File: src/rtl/ddr_rx_align_ctrl.sv
// IDDR2 lane word aligner: bit-slip sweep until TRAIN_PATTERN repeats; DATA 1 cycle after Q1, no backpressure.
// Optional SLIP_CNT statistics counter enabled by DDR_ALIGN_STATS_EN.
module ddr_rx_align_ctrl #(
  parameter int                WIDTH         = 8,
  parameter logic [WIDTH-1:0]  TRAIN_PATTERN = 8'h5C,
  parameter int                MATCH_COUNT   = 4,
  parameter int                RST_CYCLES    = 4,
  parameter int                MAX_SWEEPS    = 2
) (
  input  logic                     C0,
  input  logic                     R_N,
  input  logic                     START,
  input  logic                     Q0,
  input  logic                     Q1,
  output logic                     DDR_CE,
  output logic                     DDR_R,
  output logic [WIDTH-1:0]         DATA,
  output logic                     DATA_VLD,
  output logic                     LOCKED,
  output logic                     FAIL,
  output logic                     BUSY,
  output logic [$clog2(WIDTH)-1:0] OFFSET,
  output logic [7:0]               SLIP_CNT
);

  localparam int OW  = $clog2(WIDTH);
  localparam int HW  = WIDTH / 2;
  localparam int WCW = $clog2(HW);

  localparam logic [WCW-1:0] WC_LAST    = WCW'(HW - 1);
  localparam logic [OW-1:0]  OFF_LAST   = OW'(WIDTH - 1);
  localparam logic [3:0]     RST_LAST   = 4'(RST_CYCLES - 1);
  localparam logic [3:0]     MATCH_LAST = 4'(MATCH_COUNT - 1);
  localparam logic [2:0]     SWEEP_LAST = 3'(MAX_SWEEPS - 1);

  typedef enum logic [2:0] {
    S_IDLE, S_RESET, S_HUNT, S_VERIFY, S_LOCKED, S_FAIL
  } state_t;

  state_t state_q, state_d;

  // The oldest pair of the 2*WIDTH window only ever exists in sr_next.
  logic [2*WIDTH-3:0] sr;
  logic [2*WIDTH-1:0] sr_next;
  logic [WIDTH-1:0]   cand;
  logic [WCW-1:0]     wc;
  logic [3:0]         rst_cnt;
  logic [3:0]         match_cnt;
  logic [2:0]         sweeps;
  logic [1:0]         skip;
  logic               boundary;
  logic               is_match;
  logic               slip;
  logic               match_first;
  logic               match_inc;

  assign sr_next  = {sr, Q0, Q1};
  assign cand     = sr_next[OFFSET +: WIDTH];
  assign boundary = (wc == WC_LAST);
  assign is_match = (cand == TRAIN_PATTERN);

  always_comb begin
    state_d     = state_q;
    slip        = 1'b0;
    match_first = 1'b0;
    match_inc   = 1'b0;
    DDR_CE      = 1'b0;
    DDR_R       = 1'b0;
    LOCKED      = 1'b0;
    FAIL        = 1'b0;
    BUSY        = 1'b0;

    if (START) begin
      state_d = S_RESET;
    end else begin
      unique case (state_q)
        S_RESET: if (rst_cnt == RST_LAST) state_d = S_HUNT;
        S_HUNT: begin
          if (boundary && skip == 2'd0) begin
            if (is_match) begin
              match_first = 1'b1;
              state_d     = (MATCH_COUNT == 1) ? S_LOCKED : S_VERIFY;
            end else begin
              slip = 1'b1;
            end
          end
        end
        S_VERIFY: begin
          if (boundary) begin
            if (is_match) begin
              match_inc = 1'b1;
              if (match_cnt == MATCH_LAST) state_d = S_LOCKED;
            end else begin
              slip    = 1'b1;
              state_d = S_HUNT;
            end
          end
        end
        default: ;
      endcase
    end

    // Exhausting the last sweep overrides any HUNT return.
    if (slip && OFFSET == OFF_LAST && sweeps == SWEEP_LAST) state_d = S_FAIL;

    unique case (state_q)
      S_RESET:  begin DDR_R  = 1'b1; BUSY = 1'b1; end
      S_HUNT:   begin DDR_CE = 1'b1; BUSY = 1'b1; end
      S_VERIFY: begin DDR_CE = 1'b1; BUSY = 1'b1; end
      S_LOCKED: begin DDR_CE = 1'b1; LOCKED = 1'b1; end
      S_FAIL:   begin DDR_CE = 1'b1; FAIL = 1'b1; end
      default: ;
    endcase
  end

  always_ff @(posedge C0 or negedge R_N) begin
    if (!R_N) begin
      state_q   <= S_IDLE;
      sr        <= '0;
      wc        <= '0;
      DATA      <= '0;
      DATA_VLD  <= 1'b0;
      rst_cnt   <= '0;
      skip      <= '0;
      match_cnt <= '0;
      OFFSET    <= '0;
      sweeps    <= '0;
    end else begin
      state_q  <= state_d;
      sr       <= sr_next[2*WIDTH-3:0];
      DATA_VLD <= boundary && (state_d == S_LOCKED);
      if (boundary) DATA <= cand;

      if ((state_d == S_HUNT && state_q != S_HUNT) || boundary) wc <= '0;
      else                                                      wc <= wc + 1'b1;

      if (START)                  rst_cnt <= '0;
      else if (state_q == S_RESET) rst_cnt <= rst_cnt + 4'd1;

      if (state_q == S_RESET && state_d == S_HUNT)               skip <= 2'd2;
      else if (state_q == S_HUNT && boundary && skip != 2'd0)    skip <= skip - 2'd1;

      if (START) begin
        match_cnt <= '0;
        OFFSET    <= '0;
        sweeps    <= '0;
      end else begin
        if (match_first)    match_cnt <= 4'd1;
        else if (match_inc) match_cnt <= match_cnt + 4'd1;
        if (slip) begin
          if (OFFSET == OFF_LAST) begin
            OFFSET <= '0;
            sweeps <= sweeps + 3'd1;
          end else begin
            OFFSET <= OFFSET + 1'b1;
          end
        end
      end
    end
  end

`ifdef DDR_ALIGN_STATS_EN
  always_ff @(posedge C0 or negedge R_N) begin
    if (!R_N)                          SLIP_CNT <= '0;
    else if (START)                    SLIP_CNT <= '0;
    else if (slip && SLIP_CNT != 8'hFF) SLIP_CNT <= SLIP_CNT + 8'd1;
  end
`else
  assign SLIP_CNT = '0;
`endif

endmodule
File: config.mk
export PLATFORM = sky130hd
export DESIGN_NAME = ddr_rx_align_ctrl
export DESIGN_NICKNAME = d
export VERILOG_FILES = /design/src/rtl/ddr_rx_align_ctrl.sv
export SDC_FILE = /design/constraint.sdc
export NUM_CORES = 1
export LEC_CHECK = 0
export ABC_CLOCK_PERIOD_IN_PS = 2730
export CAP_MARGIN = 20
export CORE_MARGIN = 2
export CORE_UTILIZATION = 56
export DETAILED_ROUTE_END_ITERATION = 8
export PLACE_DENSITY_LB_ADDON = 0.15
export SLEW_MARGIN = 20
export SYNTH_ARGS = -nofsm -noshare
export SYNTH_HDL_FRONTEND = slang
export SYNTH_SLANG_ARGS = --single-unit
File: constraint.sdc
create_clock -name C0 -period 2.73 [get_ports C0]
set_input_delay 0.6825 -clock C0 [delete_from_list [all_inputs] [get_ports C0]]
set_output_delay 0.6825 -clock C0 [all_outputs]
set_load 0.005 [all_outputs]
* After elaboration in Yosys (flattened, before gate mapping) *
Index checks and enable logic that the tools add are counted.

word-level totals
  RAM bits = 0
  register bits after elaboration = 44
  memories kept = 0
  word-level logic and storage cells = 90
  memory bits (read-only) = 0
  output and inout bits = 25
  latch bits = 0

cells by class
  bitwise operators = 0
  multiply operators = 0
  muxes and demuxes = 40
  divide/modulo/power cells = 0
  add/subtract/negate cells = 6
  $lt $le $gt $ge = 0
  reduce and logical (&&, ||, !) cells = 19
  shifts and indexed selects = 1
  equal/unequal tests = 14

operators with widths
  operator                                                               number
  3-bit two-way mux                                                      14
  4-bit two-way mux                                                      5
  1-bit two-way mux                                                      16
  16-bit by 4-bit indexed part select with 8-bit output                  1
  3-bit equality test, second input constant                             4
  2-bit nonzero test                                                     5
  3-bit by 2-bit equality test with 1-bit output, second input constant  3
  3-bit case mux with 3 select lines                                     1
  4-bit by 1-bit adder with 4-bit output, second input constant          2
  4-bit by 2-bit equality test with 1-bit output, second input constant  2
  8-bit by 7-bit equality test with 1-bit output, second input constant  1
  1-bit logical AND                                                      8
  3-bit by 1-bit adder with 3-bit output, second input constant          2
  3-bit by 1-bit equality test with 1-bit output, second input constant  2
  2-bit two-way mux                                                      3
  4-bit OR reduction                                                     1
  3-bit by 2-bit != test with 1-bit output, second input constant        1
  3-bit nonzero test                                                     1
  3-bit OR reduction                                                     1
  2-bit by 1-bit adder with 2-bit output, second input constant          1
  2-bit equality test, second input constant                             1
  2-bit logical NOT                                                      1
  1-bit case mux with 2 select lines                                     1
  2-bit AND reduction                                                    1
  other kinds (2)                                                        2

* Logic depth before layout (Yosys ltp) *
  depth after elaboration = 13
  gate-level depth with buffers = 10
  gate-level depth less buffers = 8

* Worst setup path after synthesis *
Ideal clock, no wire load.

  kind = input to register
  from = input port Q1
  to = register sweeps[0]
  library setup time = 125 ps
  buffers on the path = 0
  arrival time = 2396 ps
  data required time = 2605 ps
  stages on the path = 6
  setup slack = 209 ps
  cell sequence = mux4_2 > o22a_1 > a2111oi_4 > nor2_1 > nand2_1 > mux2_2

between the ends
  longest elaborated chain between the ends = 8

RTL lines
  what                                                       line    text
  start, declared                                            14      input logic Q1,
  16-bit by 4-bit indexed part select with 8-bit output (*)  58      assign cand = sr_next[OFFSET +: WIDTH];
  8-bit by 7-bit equality test with 1-bit output (*)         60      assign is_match = (cand == TRAIN_PATTERN);
  1-bit two-way mux (*)                                      80, 90
  1-bit two-way mux (on tied branches)                       89, 79
  1-bit case mux with 2 select lines (*)                     76      unique case (state_q)
  1-bit two-way mux (*)                                      73      if (START) begin
  2-bit nonzero test (no source line) (*)                    -
  2-bit AND reduction (no source line) (*)                   -
  end signal, assigned                                       153     sweeps <= sweeps + 3'd1;
  end, declared                                              49      logic [2:0] sweeps;

Mark *: on every way between the ends. The rest lies on a longest branch, timed or not.
A chain may end at the register's enable or synchronous reset.

* Worst setup path in the final report *
  from = input port Q1
  to = register wc[1]

between the ends
  longest elaborated chain between the ends = 13

RTL lines
  what                                                       line    text
  16-bit by 4-bit indexed part select with 8-bit output (*)  58
  8-bit by 7-bit equality test with 1-bit output (*)         60
  1-bit two-way mux                                          80, 90
  1-bit two-way mux (on tied branches)                       89, 79
  1-bit case mux with 2 select lines                         76
  1-bit two-way mux                                          73
  1-bit logical AND (2 in a row)                             104     if (slip && OFFSET == OFF_LAST && sweeps == SWEEP_LAST) state_d = S_FAIL;
  3-bit two-way mux (*)                                      104
  3-bit by 2-bit equality test with 1-bit output (*)         134     if ((state_d == S_HUNT && state_q != S_HUNT) || boundary) wc <= '0;
  1-bit logical AND (*)                                      134
  1-bit logical OR (*)                                       134
  2-bit two-way mux (*)                                      134
  end signal, assigned                                       135     else wc <= wc + 1'b1;
  end, declared                                              46      logic [WCW-1:0] wc;

Marked as above.

==> reports/results.ini <==
[placed_design]
portBuffers = 21
gp_congestion = 0.8719
dpl.hpwl_um = 3937
dp_slack_ns = -0.2971

[route]
drt_iter0_drc = 97
wl_um = 5493
routed_via_density = 5.770
drc = 0
dr.pass1.iters = 4
num_vias = 2008
wl_per_cell_um = 15.78
antenna_left = 0

[hold_path]
min_path_type = input pin to async pin

[clocking]
clk_latency_ns = 0.29
cts_num_sinks = 43
cts_hold_buf = 0
cts_tree = yes
cts_max_path_buffers = 2
root_buffer = clkbuf_8
numCtsBuffers = 5
cts_max_level = 2
clkSlewWorstSetupHoldPaths_ns = 0.09

[job]
drv_cap = 0

[worst_setup_path]
crit_type = input pin to register
reg2regPathDepth = 9
required_ns = 2.92
critPathLaunchType = input pin
crit_fanout = 7
endpoint_kind = register
crit_arrival_ns = 2.85

[timing]
fin_crit_sh = 0.9761
drv_slew = 0
setup_viol = 0
period_minus_slack_ns = 2.665
max_freq_ghz = 0.3753
fin_tns_setup_ns = 0
fin_ws_ns = 0.06535
hold_viol = 0
clock_skew_ns = 0.009295

[global_route]
grt-ovfl-total = 0
grt_pass1_vias = 1904
grt_pass1_wl_um = 9273
antenna_found_initial = 0
track_usage = 0.2274
grt_max_degree = 32

[floorplanning]
io_pins = 30
fp.coreArea_sq_um = 4444
die-area_sq_um = 5242
die_y_um = 72.40
start_util = 0.5895
die_w_um = 72.40
std_cell_rows = 24

[power]
vdd_drop_max_v = 0.0005069
power_w = 0.001651
powerDensity_nw_per_um2 = 535.0
p_leak_nw = 1.325

[final_layout]
syn_to_final_growth_pct = 17.77
diodes = 0
fillers = 335
drive_above_1_share = 0.1824
fin_nets = 309

[logic_synthesis]
synth_seq_cells = 43
ys_types = 51
synthCells = 260
ys_seq_area_frac = 0.4107
avgSynthCellArea_sq_um = 10.08
synth_edf_count = 0
async_reset_ff_frac = 1.000
netlist_area_sq_um = 2620
synth_flop_cell = dfrtp_1
yosys_warnings = 0

[run_status]
run_status = complete, no violations

-- routing by layer --
layer	vias up	wire length [um]	GRT usage
li1	985	-	-
met1	967	2822	0.3475
met2	52	2387	0.3374
met3	4	241	0.04861
met4	0	41	0.04321
met5	-	0	0
-- Yosys cell counts, drive strengths merged (3+ instances only) --
library cell / count / area [sq um]
a21oi: 19 / 95.09
a22oi: 4 / 30.03
a311oi: 4 / 35.03
and2: 3 / 18.77
buf: 17 / 133.9
clkbuf: 7 / 26.28
dfrtp: 43 / 1076
ha: 9 / 112.6
inv: 17 / 63.81
mux2: 6 / 67.56
mux2i: 15 / 150.1
mux4: 5 / 112.6
nand2: 16 / 67.56
nand3: 3 / 15.01
nand3b: 3 / 22.52
nand4: 3 / 18.77
nor2: 28 / 105.1
nor2b: 6 / 37.54
nor3b: 4 / 30.03
o211ai: 3 / 27.52
o21ai: 10 / 50.05
or3: 4 / 25.02
-- power breakdown --
part	internal, W	switching [W]
Sequential	0.000703	0.0000612
Combinational	0.000200	0.000179
Clock	0.000277	0.000229
-- flip-flops by register name, indices dropped and copies added (netlist names) --
name       cells
match_cnt      4
skip           2
DATA_VLD       1
state_q        3
DATA           8
sr            13
OFFSET         3
rst_cnt        4
sweeps         3
wc             2
-- logic make-up after synthesis --
| kind of cell | Yosys count | share of synthesized area |
|---|---|---|
| other | 1 | 0.001431 |
| AO/OA/AOI/OAI | 59 | 0.1719 |
| adder cells (fa/ha/maj) | 9 | 0.04298 |
| buffers and inverters | 41 | 0.08548 |
| multiplexers | 26 | 0.1261 |
| XOR/XNOR | 4 | 0.01337 |
| AND/OR/NAND/NOR | 77 | 0.1480 |
| flip-flops | 43 | 0.4107 |
-- cells in the final DEF (no fill, tap or decap), types with 8 or more instances in the layout --
cell type	n
inv_1	17
mux2i_1	14
nor2_1	28
a21oi_1	19
buf_4	21
ha_1	9
clkdlybuf4s50_1	19
nand2_1	15
o21ai_0	10
dfrtp_1	42
conb_1	8
-- what timing repair did --
action	4_1_cts	5_1_grt
buffers inserted	0	1
setup endpoints to repair	0	7
gates resized for setup	0	6
-- through the flow --
| step | utilization | cells | hold slack (ns) | instance area (sq um) |
|---|---|---|---|---|
| 2_1_floorplan | - | 267 | 0.3848 | 2646 |
| 3_3_place_gp | 0.6602 | 338 | 0.4233 | 2934 |
| 3_5_place_dp | 0.6602 | 338 | 0.4390 | 2934 |
| 4_1_cts | 0.6864 | 346 | 0.2613 | 3050 |
| 5_1_grt | 0.6943 | 348 | 0.2684 | 3085 |
| 6_report | 0.6943 | 348 | 0.2564 | 3085 |
-- path summary, 6_finish.rpt --
check                           startpoint   endpoint  slack [ns]
worst max-delay path                    Q1      wc[1]        0.07
worst min-delay path                   R_N      sr[8]        0.26
worst max register to register   OFFSET[1]      wc[1]        0.08
worst min register to register       sr[0]      sr[2]        0.46
max in group asynchronous              R_N  OFFSET[0]        1.77
min in group C0                      sr[0]      sr[2]        0.46
-- cell type report --
class	count	area, sq um	share of cell area
timing repair buffer	45	401.6	0.1302
sequential	43	1077	0.3491
inverter	17	63.81	0.02068
clock inverter	3	47.55	0.01541
tap	52	65.06	0.02109
multi-input combinational	183	1361	0.4412
clock buffer	5	68.82	0.02230
-- worst max-delay path, stage by stage --
cell and delay [ns]:
clkdlybuf4s50_1 0.42, mux4_2 0.50, o22a_1 0.25, a2111oi_4 0.24, buf_6 0.18, nand2_4 0.07, o211a_1 0.27, a311oi_1 0.25
Note: power is estimated with default switching activity, not from simulation.
